[config.mk]
export PLATFORM = sky130hd
export DESIGN_NAME = gp9001_host_if
export DESIGN_NICKNAME = d
export VERILOG_FILES = /design/src/rtl/gp9001_host_if.sv
export SDC_FILE = /design/constraint.sdc
export NUM_CORES = 1
export LEC_CHECK = 0
export BUFFER_PORTS_ARGS = -buffer_cell sky130_fd_sc_hd__clkbuf_2
export CAP_MARGIN = 20
export CORE_AREA = 5 5 234 236
export DETAILED_ROUTE_END_ITERATION = 10
export DIE_AREA = 0 0 239 241
export PLACE_DENSITY = 0.76
export SLEW_MARGIN = 20
export SYNTH_ARGS = -nofsm -noshare
export SYNTH_HDL_FRONTEND = slang
export SYNTH_SLANG_ARGS = --single-unit
[constraint.sdc]
create_clock -name CLK96 -period 4.3 [get_ports CLK96]
set_clock_uncertainty 0.15 [all_clocks]
set_input_delay 0.43 -clock CLK96 [delete_from_list [all_inputs] [get_ports CLK96]]
set_output_delay 0.43 -clock CLK96 [all_outputs]
set_load 0.01 [all_outputs]
[src/rtl/gp9001_host_if.sv]
`default_nettype none
// ============================================================================
// Module   : gp9001_host_if
// Purpose  : Host-side command executor for the GP9001 video controller.
//            Executes one level-held CPU operation per 4-phase handshake:
//            register select/write, VRAM pointer load, VRAM write (post-
//            increment), VRAM read (with or without post-increment).
// Revision : 1.0 - initial release
// ----------------------------------------------------------------------------
// Ports
//   CLK96, RESET96          clock, synchronous active-high reset
//   OP_*                    level-held operation strobes from the CPU block
//   CPU_DIN[15:0]           CPU write data
//   ACK                     4-phase acknowledge (high in DONE while strobed)
//   DOUT[15:0]              last read result
//   VRAM_REQ/GNT/WE/ADDR/   arbitrated VRAM port shared with the renderer
//   VRAM_DIN/VRAM_Q
//   REG_BUS[16*NREGS-1:0]   flat register file, reg i at [16i+15:16i]
// ============================================================================
module gp9001_host_if #(
  parameter int AW     = 14,
  parameter int NREGS  = 32,
  parameter int RD_LAT = 1
) (
  input  logic                  CLK96,
  input  logic                  RESET96,
  input  logic                  OP_SELECT_REG,
  input  logic                  OP_WRITE_REG,
  input  logic                  OP_WRITE_RAM,
  input  logic                  OP_READ_RAM_H,
  input  logic                  OP_READ_RAM_L,
  input  logic                  OP_SET_RAM_PTR,
  input  logic [15:0]           CPU_DIN,
  output logic                  ACK,
  output logic [15:0]           DOUT,
  output logic                  VRAM_REQ,
  input  logic                  VRAM_GNT,
  output logic                  VRAM_WE,
  output logic [AW-1:0]         VRAM_ADDR,
  output logic [15:0]           VRAM_DIN,
  input  logic [15:0]           VRAM_Q,
  output logic [16*NREGS-1:0]   REG_BUS
);

  localparam int IW = (NREGS > 1) ? $clog2(NREGS) : 1;

  typedef enum logic [1:0] {
    S_IDLE   = 2'd0,
    S_ACCESS = 2'd1,
    S_RDWAIT = 2'd2,
    S_DONE   = 2'd3
  } state_t;

  typedef enum logic [2:0] {
    OP_NONE = 3'd0,
    OP_PTR  = 3'd1,
    OP_SEL  = 3'd2,
    OP_WREG = 3'd3,
    OP_WRAM = 3'd4,
    OP_RDH  = 3'd5,
    OP_RDL  = 3'd6
  } op_t;

  state_t          state_q, state_d;
  op_t             op_q, new_op;
  logic [AW-1:0]   ptr;
  logic [7:0]      reg_sel;
  logic [15:0]     regs [NREGS];
  logic [1:0]      lat_cnt;
  logic            any_strobe;
  logic            accept, grant, rd_done, ack_d;
  logic            sel_ok;

  assign any_strobe = OP_SET_RAM_PTR | OP_SELECT_REG | OP_WRITE_REG |
                      OP_WRITE_RAM | OP_READ_RAM_H | OP_READ_RAM_L;

  // Register index beyond the file silently discards the write.
  assign sel_ok = int'(reg_sel) < NREGS;

  // Fixed-priority pick of a single operation when strobes overlap.
  always_comb begin
    new_op = OP_NONE;
    if      (OP_SET_RAM_PTR) new_op = OP_PTR;
    else if (OP_SELECT_REG)  new_op = OP_SEL;
    else if (OP_WRITE_REG)   new_op = OP_WREG;
    else if (OP_WRITE_RAM)   new_op = OP_WRAM;
    else if (OP_READ_RAM_H)  new_op = OP_RDH;
    else if (OP_READ_RAM_L)  new_op = OP_RDL;
  end

  always_comb begin
    state_d = state_q;
    accept  = 1'b0;
    grant   = 1'b0;
    rd_done = 1'b0;
    ack_d   = 1'b0;
    case (state_q)
      S_IDLE: begin
        if (new_op != OP_NONE && !ACK) begin
          accept  = 1'b1;
          state_d = (new_op == OP_WRAM || new_op == OP_RDH || new_op == OP_RDL)
                    ? S_ACCESS : S_DONE;
        end
      end
      S_ACCESS: begin
        if (VRAM_GNT && VRAM_REQ) begin
          grant   = 1'b1;
          state_d = (op_q == OP_WRAM) ? S_DONE : S_RDWAIT;
        end
      end
      S_RDWAIT: begin
        if (lat_cnt == 2'd0) begin
          rd_done = 1'b1;
          state_d = S_DONE;
        end
      end
      S_DONE: begin
        // ACK follows the strobes; dropping them all releases the handshake.
        ack_d = any_strobe;
        if (!any_strobe) state_d = S_IDLE;
      end
      default: state_d = S_IDLE;
    endcase
  end

  always_ff @(posedge CLK96) begin
    if (RESET96) begin
      state_q   <= S_IDLE;
      op_q      <= OP_NONE;
      ACK       <= 1'b0;
      DOUT      <= '0;
      VRAM_REQ  <= 1'b0;
      VRAM_WE   <= 1'b0;
      VRAM_ADDR <= '0;
      VRAM_DIN  <= '0;
      ptr       <= '0;
      reg_sel   <= '0;
      lat_cnt   <= '0;
      for (int i = 0; i < NREGS; i++) regs[i] <= '0;
    end else begin
      state_q <= state_d;
      ACK     <= ack_d;

      if (accept) begin
        op_q <= new_op;
        case (new_op)
          OP_PTR:  ptr     <= CPU_DIN[AW-1:0];
          OP_SEL:  reg_sel <= CPU_DIN[7:0];
          OP_WREG: if (sel_ok) regs[reg_sel[IW-1:0]] <= CPU_DIN;
          OP_WRAM, OP_RDH, OP_RDL: begin
            VRAM_REQ  <= 1'b1;
            VRAM_WE   <= (new_op == OP_WRAM);
            VRAM_ADDR <= ptr;
            VRAM_DIN  <= CPU_DIN;
          end
          default: ;
        endcase
      end

      if (grant) begin
        VRAM_REQ <= 1'b0;
        VRAM_WE  <= 1'b0;
        lat_cnt  <= 2'(RD_LAT - 1);
        if (op_q == OP_WRAM) ptr <= ptr + 1'b1;
      end

      if (state_q == S_RDWAIT && !rd_done) lat_cnt <= lat_cnt - 2'd1;

      if (rd_done) begin
        DOUT <= VRAM_Q;
        if (op_q == OP_RDL) ptr <= ptr + 1'b1;
      end
    end
  end

  for (genvar i = 0; i < NREGS; i++) begin : g_regbus
    assign REG_BUS[16*i +: 16] = regs[i];
  end

endmodule
`default_nettype wire

# After elaboration in Yosys (flattened, before gate mapping)

Memory sizes are Yosys's and may differ from the RTL's.
Cells that the tools add are included.

Bits in writable memories: 512
Logic and storage cells: 91
Output and inout bits: 561
Flip-flop bits (word level): 78
Bits of input ports: 41
Memories: 1

Add/subtract/negate cells: 2
Equality and inequality tests: 15
Bitwise logic cells: 6
Multiplexer cells: 37
Reduce and logical (&&, ||, !) cells: 18
Magnitude comparators: 1

Memories:

| name | words | bits a word | read ports | clocked after memory_dff | write ports | RTL line | source |
|---|---|---|---|---|---|---|---|
| regs | 32    | 16          | 32         | 0                        | 32          | 68       | `logic [15:0] regs [NREGS];` |

Operators with widths:

| kind                    | count |
|---|---|
| $mux W14                | 6 |
| $mux W3                 | 6 |
| $mux W16                | 1 |
| $reduce_or A16 Y1       | 1 |
| $eq A3 B3 Y1 const B    | 5 |
| $mux W1                 | 15 |
| $add A14 B1 Y14 const B | 1 |
| $mux W2                 | 7 |
| $lt A8 B6 Y1 const B    | 1 |
| $ne A2 B2 Y1 const B    | 4 |
| $pmux W2 S4             | 1 |
| $eq A3 B2 Y1 const B    | 2 |
| $mux W5                 | 1 |
| $or A1 B1 Y1            | 5 |
| $eq A2 B2 Y1 const B    | 2 |
| $logic_not A2 Y1        | 2 |
| $reduce_and A2 Y1       | 2 |
| $reduce_and A4 Y1       | 1 |
| $reduce_or A2 Y1        | 2 |
| $eq A3 B1 Y1 const B    | 1 |
| $logic_and A1 B1 Y1     | 3 |
| $reduce_bool A3 Y1      | 1 |
| $reduce_or A3 Y1        | 1 |
| $eq A2 B1 Y1 const B    | 1 |
| other kinds (5)         | 7 |

# Depth between registers and ports, before layout

Gate-level depths: netlist (run 1).

Depth after elaboration: 15
Gate-level depth with buffers: 10
Mapped depth without buffers: 7

# Worst setup path before layout (run 1)

No wires, ideal clock.

Path kind: register -> register
Start point: reg state_q[1]
End point: mem regs[6][0] (enable)
Data arrival time: 2.528 ns
Setup slack: 1.230 ns
Cell stages (with the launch flop): 11
Path buffers: 3
Period minus slack after synthesis: 3.070 ns
Data required time: 3.758 ns
Path through: dfxtp_1 -> inv_1 -> ha_1 -> nand2b_1 -> nor2_1 -> nand4b_1 -> or3_1 -> buf_2 -> buf_6 -> buf_6 -> o21bai_1

RTL lines:

| element                | RTL line | source |
|---|---|---|
| from (decl)            | 64       | `state_t state_q, state_d;` |
| from (signal assigned) | 141      | `state_q <= state_d;` |
| to (decl)              | 68       |  |

==> run_results.csv, run 1 <==
group,metric,value,unit
drt,routed_via_density,5.77,
timing,setup_tns,0,ps
floorplan,die_area,0.0576,mm2
timing,worstMarginPinSlew,1220,ps
timing,hold_viol,0,
clock_tree,cts_resized,0,
setup_path,crit_family,"simple AND/OR/NAND/NOR gates",
drt,drt_iter0_drc,1927,
drt,routed-wl-met2,40300,um
timing,rsz0062_at_grt,"false",
clock_tree,cts_sinks,590,
run,cap_violations,0,
drt,wl_met1,28900,um
worst_hold_path,min_path_type,"in -> reg",
logic_synthesis,ys_types,53,
logic_synthesis,netlist_area,0.0229,mm2
logic_synthesis,yosysMostFrequentCell,"edfxtp_1",
setup_path,critPathRequiredTime,4450,ps
timing,period_minus_slack,3500,ps
layout,drive_above_1_share,0.367,
setup_path,slowest_stage,"buf_4",
layout,diodes,0,
logic_synthesis,syn-instance-count,1699,
floorplan,die_y,241,um
setup_path,path_max_fanout,81,
clock_tree,cts.path.max_buffers,3,
placed_design,gp_congestion,0.856,
floorplan,coreArea,0.0522,mm2
logic_synthesis,synth_nets,1746,
setup_path,end_kind,"flop",
timing,finalSetupViolations,0,
clock_tree,numCtsBuffers,56,
clock_tree,cts_tree,"yes",
logic_synthesis,synth_edf_count,512,
logic_synthesis,ys_ff_latch,590,
logic_synthesis,yosysSeqAreaShare,0.740,
logic_synthesis,synth_common_cells,"512 x edfxtp_1, 443 x nor3_1, 143 x clkbuf_1",
setup_path,path_cells,"inv_1 -> ha_1 -> nand2b_1 -> nor2_1 -> nand4b_1 -> or3_4 -> buf_4 -> nor3_1",
placed_design,dp_hpwl,55000,um
timing,fmax,286,MHz
global_route,antenna_found_initial,1,
pwr,ir_drop,0.000270,V
global_route,grt_pass1_vias,16400,
logic_synthesis,synth.top_cell.area_share,0.671,
global_route,grt_max_degree,97,
setup_path,timing_worst_setup_path_type,"reg -> reg",
drt,drt_pre_antenna_iters,5,
clock_tree,cts.root.buffer_cell,"clkbuf_16",
drt,antenna_left,0,
logic_synthesis,synth_top_cell_by_area,"edfxtp_1",
floorplan,io_pins,602,
status,status,"finished, final reports clean",
timing,fin_crit_sh,0.813,
global_route,grt_first_pass_wirelength,114000,um
pwr,powerDensity,457,mW/mm2
timing,slew_headroom,0.183,
layout,stdcell_count,2970,
setup_path,crit_path_start_kind,"flop",
floorplan,rows,84,
drt,vias,17100,
pwr,power.leakage,10.7,nW
global_route,grt_usage,0.268,
timing,slew_viol_final,0,
logic_synthesis,async_reset_ff_frac,0,
clock_tree,worstSkewPairLatency,600,ps
drt,wl_met3,8930,um
setup_path,slowest_delay,950,ps
drt,wire_per_inst,27.2,um
logic_synthesis,synth_top_flop_cell,"edfxtp_1",
drt,drc,0,
drt,dr.max_layer_used,"met5",
floorplan,initial_core_util,0.438,
global_route,gr-total-overflow,0,
logic_synthesis,synth.avg_cell_area,13.5,um2
drt,wirelength,80800,um
layout,fin_util,0.547,
setup_path,worstPathArrival,3650,ps
clock_tree,clk_pin_slew,60,ps
clock_tree,cts_max_level,2,
layout,area_growth,24.7,%
logic_synthesis,yosysWarnings,0,
placed_design,dp_cells,2839,
placed_design,io_buffers,601,
layout,final_nets,2282,
floorplan,die_w,239,um
logic_synthesis,synthTopCellsByArea,"edfxtp_1 67%, nor3_1 9.7%, dfxtp_1 6.8%",
setup_path,cp_num_buf_inv,2,
==> power by group <==
| part | internal [mW] | leakage (nW) | switching [mW] |
|---|---|---|---|
| clock network | 2.82 | 0.886 | 2.14 |
| logic | 0.384 | 3.88 | 1.08 |
| registers | 6.46 | 5.92 | 0.169 |
| total | 9.66 | 10.7 | 3.39 |
==> cell usage in the layout, fill, tap and decap left out, types with 12 or more instances in the layout <==
master	n
clkbuf_2	600
edfxtp_1	512
nor3_1	443
nand2_1	123
dfxtp_1	78
nor3_2	76
a21oi_1	65
clkbuf_16	56
buf_4	46
nor2_1	36
dlygate4sd3_1	25
nand2b_1	19
a21o_1	16
clkinv_1	14
o21bai_2	12
==> cell families after synthesis <==
family | count (synthesis) | synth area share
AOI/OAI and AO/OA | 136 | 0.0371
adders and majority gates | 6 | 0.00328
buffers and inverters | 205 | 0.0384
DFF | 590 | 0.740
muxes | 9 | 0.00399
and+or+nand+nor | 753 | 0.178
==> area by class of cell <==
type | instances | area [um2]
inverter | 8 | 30.0
tap | 688 | 861
clock buffer | 65 | 1440
fill | 4201 | 23700
clock inverter | 40 | 408
sequential | 590 | 16900
timing repair buffer | 675 | 3700
multi-input combinational | 904 | 5190
==> metal layers <==
metal,GRT usage,vias up
met5,0,-
met1,0.346,8349
li1,-,7363
met2,0.457,1242
met3,0.0599,185
met4,0.0833,2
==> stage by stage <==
step | hold WS [ps] | cell area [um2] | worst slack, ps | power, mW
after floorplan | 282 | 22900 | 1230 | 7.49
after global placement | 291 | 26400 | 934 | 8.12
after detailed placement | 299 | 26400 | 790 | 8.18
after CTS | 5.72 | 28500 | 798 | 13.1
after global routing | 36.5 | 28600 | 574 | 13.5
final | 52.4 | 28600 | 805 | 13.1
==> worst register-to-register path, stage by stage, from the launching register on <==
cell	delay [ps]
dfxtp_1	400
inv_1	110
ha_1	290
nand2b_1	120
nor2_1	90
nand4b_1	220
or3_4	620
buf_4	960
nor3_1	250
==> worst paths after layout <==
path                                 from                  endpoint  slack, ps  cells after the start
setup / recovery  state_q[0]$_SDFFE_PP0P_  regs[1][8]$_SDFFCE_PN0P_        800                      8
hold / removal                 CPU_DIN[5]  VRAM_DIN[5]$_SDFFE_PP0P_         50                      3
setup reg to reg  state_q[0]$_SDFFE_PP0P_  regs[1][8]$_SDFFCE_PN0P_        800                      8
hold reg to reg     DOUT[12]$_SDFFE_PP0P_     DOUT[12]$_SDFFE_PP0P_        300                      2
==> repair_timing <==
item                                   4_1_cts  5_1_grt
setup buffers                                0        0
hold buffers                                25        0
endpoints found under the hold margin       26        0
==> registers in the layout, summed over array words and instances (netlist names), 2 cells and up <==
signal,cells
VRAM_DIN,16
VRAM_ADDR,14
reg_sel,8
lat_cnt,2
regs,512
op_q,3
DOUT,16
ptr,14
state_q,2
No activity file was read; power rests on OpenSTA's default activity.
==> run 2, diff against run 1 <==
- CORE_AREA: 5 5 234 236 -> 5 5 231 233
- DIE_AREA: 0 0 239 241 -> 0 0 236 238
- PLACE_DENSITY: 0.76 -> 0.81
- clock period: 4.3 -> 3.05 ns (I/O delays scaled with it)
==> run_results.csv, run 2 (synthesis results as in run 1) <==
group,metric,value,unit
layout,multiInputGateArea,0.00519,mm2
global_route,gr-total-overflow,0,
pwr,power.leakage,11.0,nW
global_route,antenna_found_initial,1,
clock_tree,cts_sinks,590,
setup_path,crit_family,"simple AND/OR/NAND/NOR gates",
setup_path,r2r_cells,9,
setup_path,path_cells,"inv_1 -> ha_1 -> nand2b_1 -> nor2_2 -> and4b_1 -> buf_4 -> nand3_4 -> buf_4 -> nor3_1",
pwr,combPwrFrac,0.118,
setup_path,crit_path_start_kind,"flop",
layout,regMostFlops,"regs",
layout,reg_top3,"regs (512), DOUT (16), VRAM_DIN (16)",
layout,seq_area,0.0169,mm2
pwr,clockPowerShare,0.382,
global_route,grt_pass1_vias,17100,
layout,largest_reg_flops,512,
global_route,grt_max_degree,129,
setup_path,timing_worst_setup_path_type,"reg -> reg",
timing,fin_crit_sh,0.931,
clock_tree,cts.root.buffer_cell,"clkbuf_16",
setup_path,worstPathArrival,3110,ps
drt,vias,17700,
clock_tree,clk_pin_slew,70,ps
pwr,seqPwrFrac,0.500,
drt,drt_iter0_drc,2206,
timing,setup_tns,0,ps
floorplan,die_y,238,um
worst_hold_path,hold_depth,4,
timing,slew_viol_final,0,
drt,drc,0,
layout,final_nets,2348,
timing,finalSetupViolations,0,
timing,fmax,352,MHz
layout,fill_cells,3977,
setup_path,critPathRequiredTime,3320,ps
setup_path,path_max_fanout,68,
timing,hold_viol,0,
placed_design,gp_congestion,0.880,
timing,rsz0062_at_grt,"false",
timing,hold_ws,59.6,ps
clock_tree,worstSkewPairLatency,610,ps
layout,mostFrequentLayoutCells,"600 x clkbuf_2, 512 x edfxtp_1, 443 x nor3_1",
floorplan,die_area,0.0562,mm2
clock_tree,cts.path.max_buffers,3,
pwr,p_switching,4.93,mW
setup_path,end_kind,"flop",
placed_design,io_buffers,601,
drt,routed_via_density,5.86,
floorplan,coreArea,0.0510,mm2
pwr,internal-power,13.8,mW
floorplan,rows,83,
pwr,powerDensity,640,mW/mm2
global_route,grt_usage,0.280,
layout,diodes,0,
drt,wire_per_inst,27.2,um
drt,drt_pre_antenna_iters,6,
clock_tree,cts_max_level,2,
status,status,"finished, final reports clean",
timing,worstMarginPinSlew,1100,ps
placed_design,dp_hpwl,54400,um
drt,antenna_left,0,
run,cap_violations,0,
timing,period_minus_slack,2840,ps
global_route,grt_first_pass_wirelength,118000,um
floorplan,io_pins,602,
clock_tree,numCtsBuffers,57,
pwr,ir_drop,0.000543,V
setup_path,slowest_stage,"buf_4",
setup_path,crit_cells,9,
setup_path,cp_num_buf_inv,3,
clock_tree,cts_tree,"yes",
setup_path,slowest_delay,400,ps
drt,wirelength,82300,um
setup_path,rrSetupSlack,210,ps
worst_hold_path,min_path_type,"in -> reg",
floorplan,die_w,236,um
layout,drive_above_1_share,0.378,
layout,final_common_cell,"clkbuf_2",
layout,area_growth,27.4,%
timing,slew_headroom,0.268,
floorplan,initial_core_util,0.449,
setup_path,crit_top_cell,"buf_4",
pwr,power.share.switching,0.264,
[run 2: cell count changes in the layout (fill, tap and decap cells not counted), moves of 3 or more]
cell / delta
buf_12: +10
buf_16: -3
buf_4: +44
clkbuf_1: +5
clkinv_1: -4
clkinvlp_4: -4
dlygate4sd3_1: +15
nand2b_1: -3
nand2b_2: +3
[run 2: per-layer routing]
metal  part of all wire  vias up  track usage
li1                   -     7477            -
met1               0.35     8679        0.364
met2               0.49     1373        0.466
met3               0.12      211       0.0665
met4              0.040        0       0.0999
met5                  0        -            0
[run 2: stage by stage]
step                      cells  instance area [um2]  total power, mW  worst slack (ps)   util
after global placement     2880                26900             11.5               283  0.527
after detailed placement   2880                26900             11.6               200  0.527
after floorplan            1699                22900             10.6              75.8      -
final                      3028                29200             18.7               210  0.572
after global routing       3028                29200             19.2              13.8  0.572
after CTS                  3026                29200             18.7               185  0.572
[run 2: power groups by stage]
stage               registers (mW)  logic [mW]  clock network, mW
floorplan                     9.58       0.980                  0
global placement              9.48        2.07                  0
detailed placement            9.49        2.13                  0
CTS                           9.33        2.17               7.20
global route                  9.36        2.31               7.58
finish                        9.34        2.20               7.14
[run 2: timing repair]
action | CTS | global route
endpoints found under the hold margin | 60 | 0
endpoints found under the setup margin | 0 | 144
hold buffers | 40 | 0
setup buffers | 0 | 2
gates resized for setup | 0 | 2
[run 2: cell type report]
cell class,count,area share
sequential,590,0.581
multi-input combinational,904,0.178
timing repair buffer,740,0.147
clock buffer,73,0.0516
tap,680,0.0292
clock inverter,33,0.0128
inverter,8,0.00103
[run 2: worst paths after layout]
check	endpoint	start
max	regs[27][6]$_SDFFCE_PN0P_	state_q[1]$_SDFFE_PP0P_
min	op_q[0]$_SDFFE_PP0N_	OP_SELECT_REG
max reg2reg	regs[27][6]$_SDFFCE_PN0P_	state_q[1]$_SDFFE_PP0P_
min reg2reg	DOUT[6]$_SDFFE_PP0P_	DOUT[6]$_SDFFE_PP0P_
[run 2: tightest hold or removal path: cells and delay by family]
| family | cells | cell delay [ps] |
|---|---|---|
| buffers and inverters | 1 | 200 |
| AND/OR/NAND/NOR | 3 | 270 |
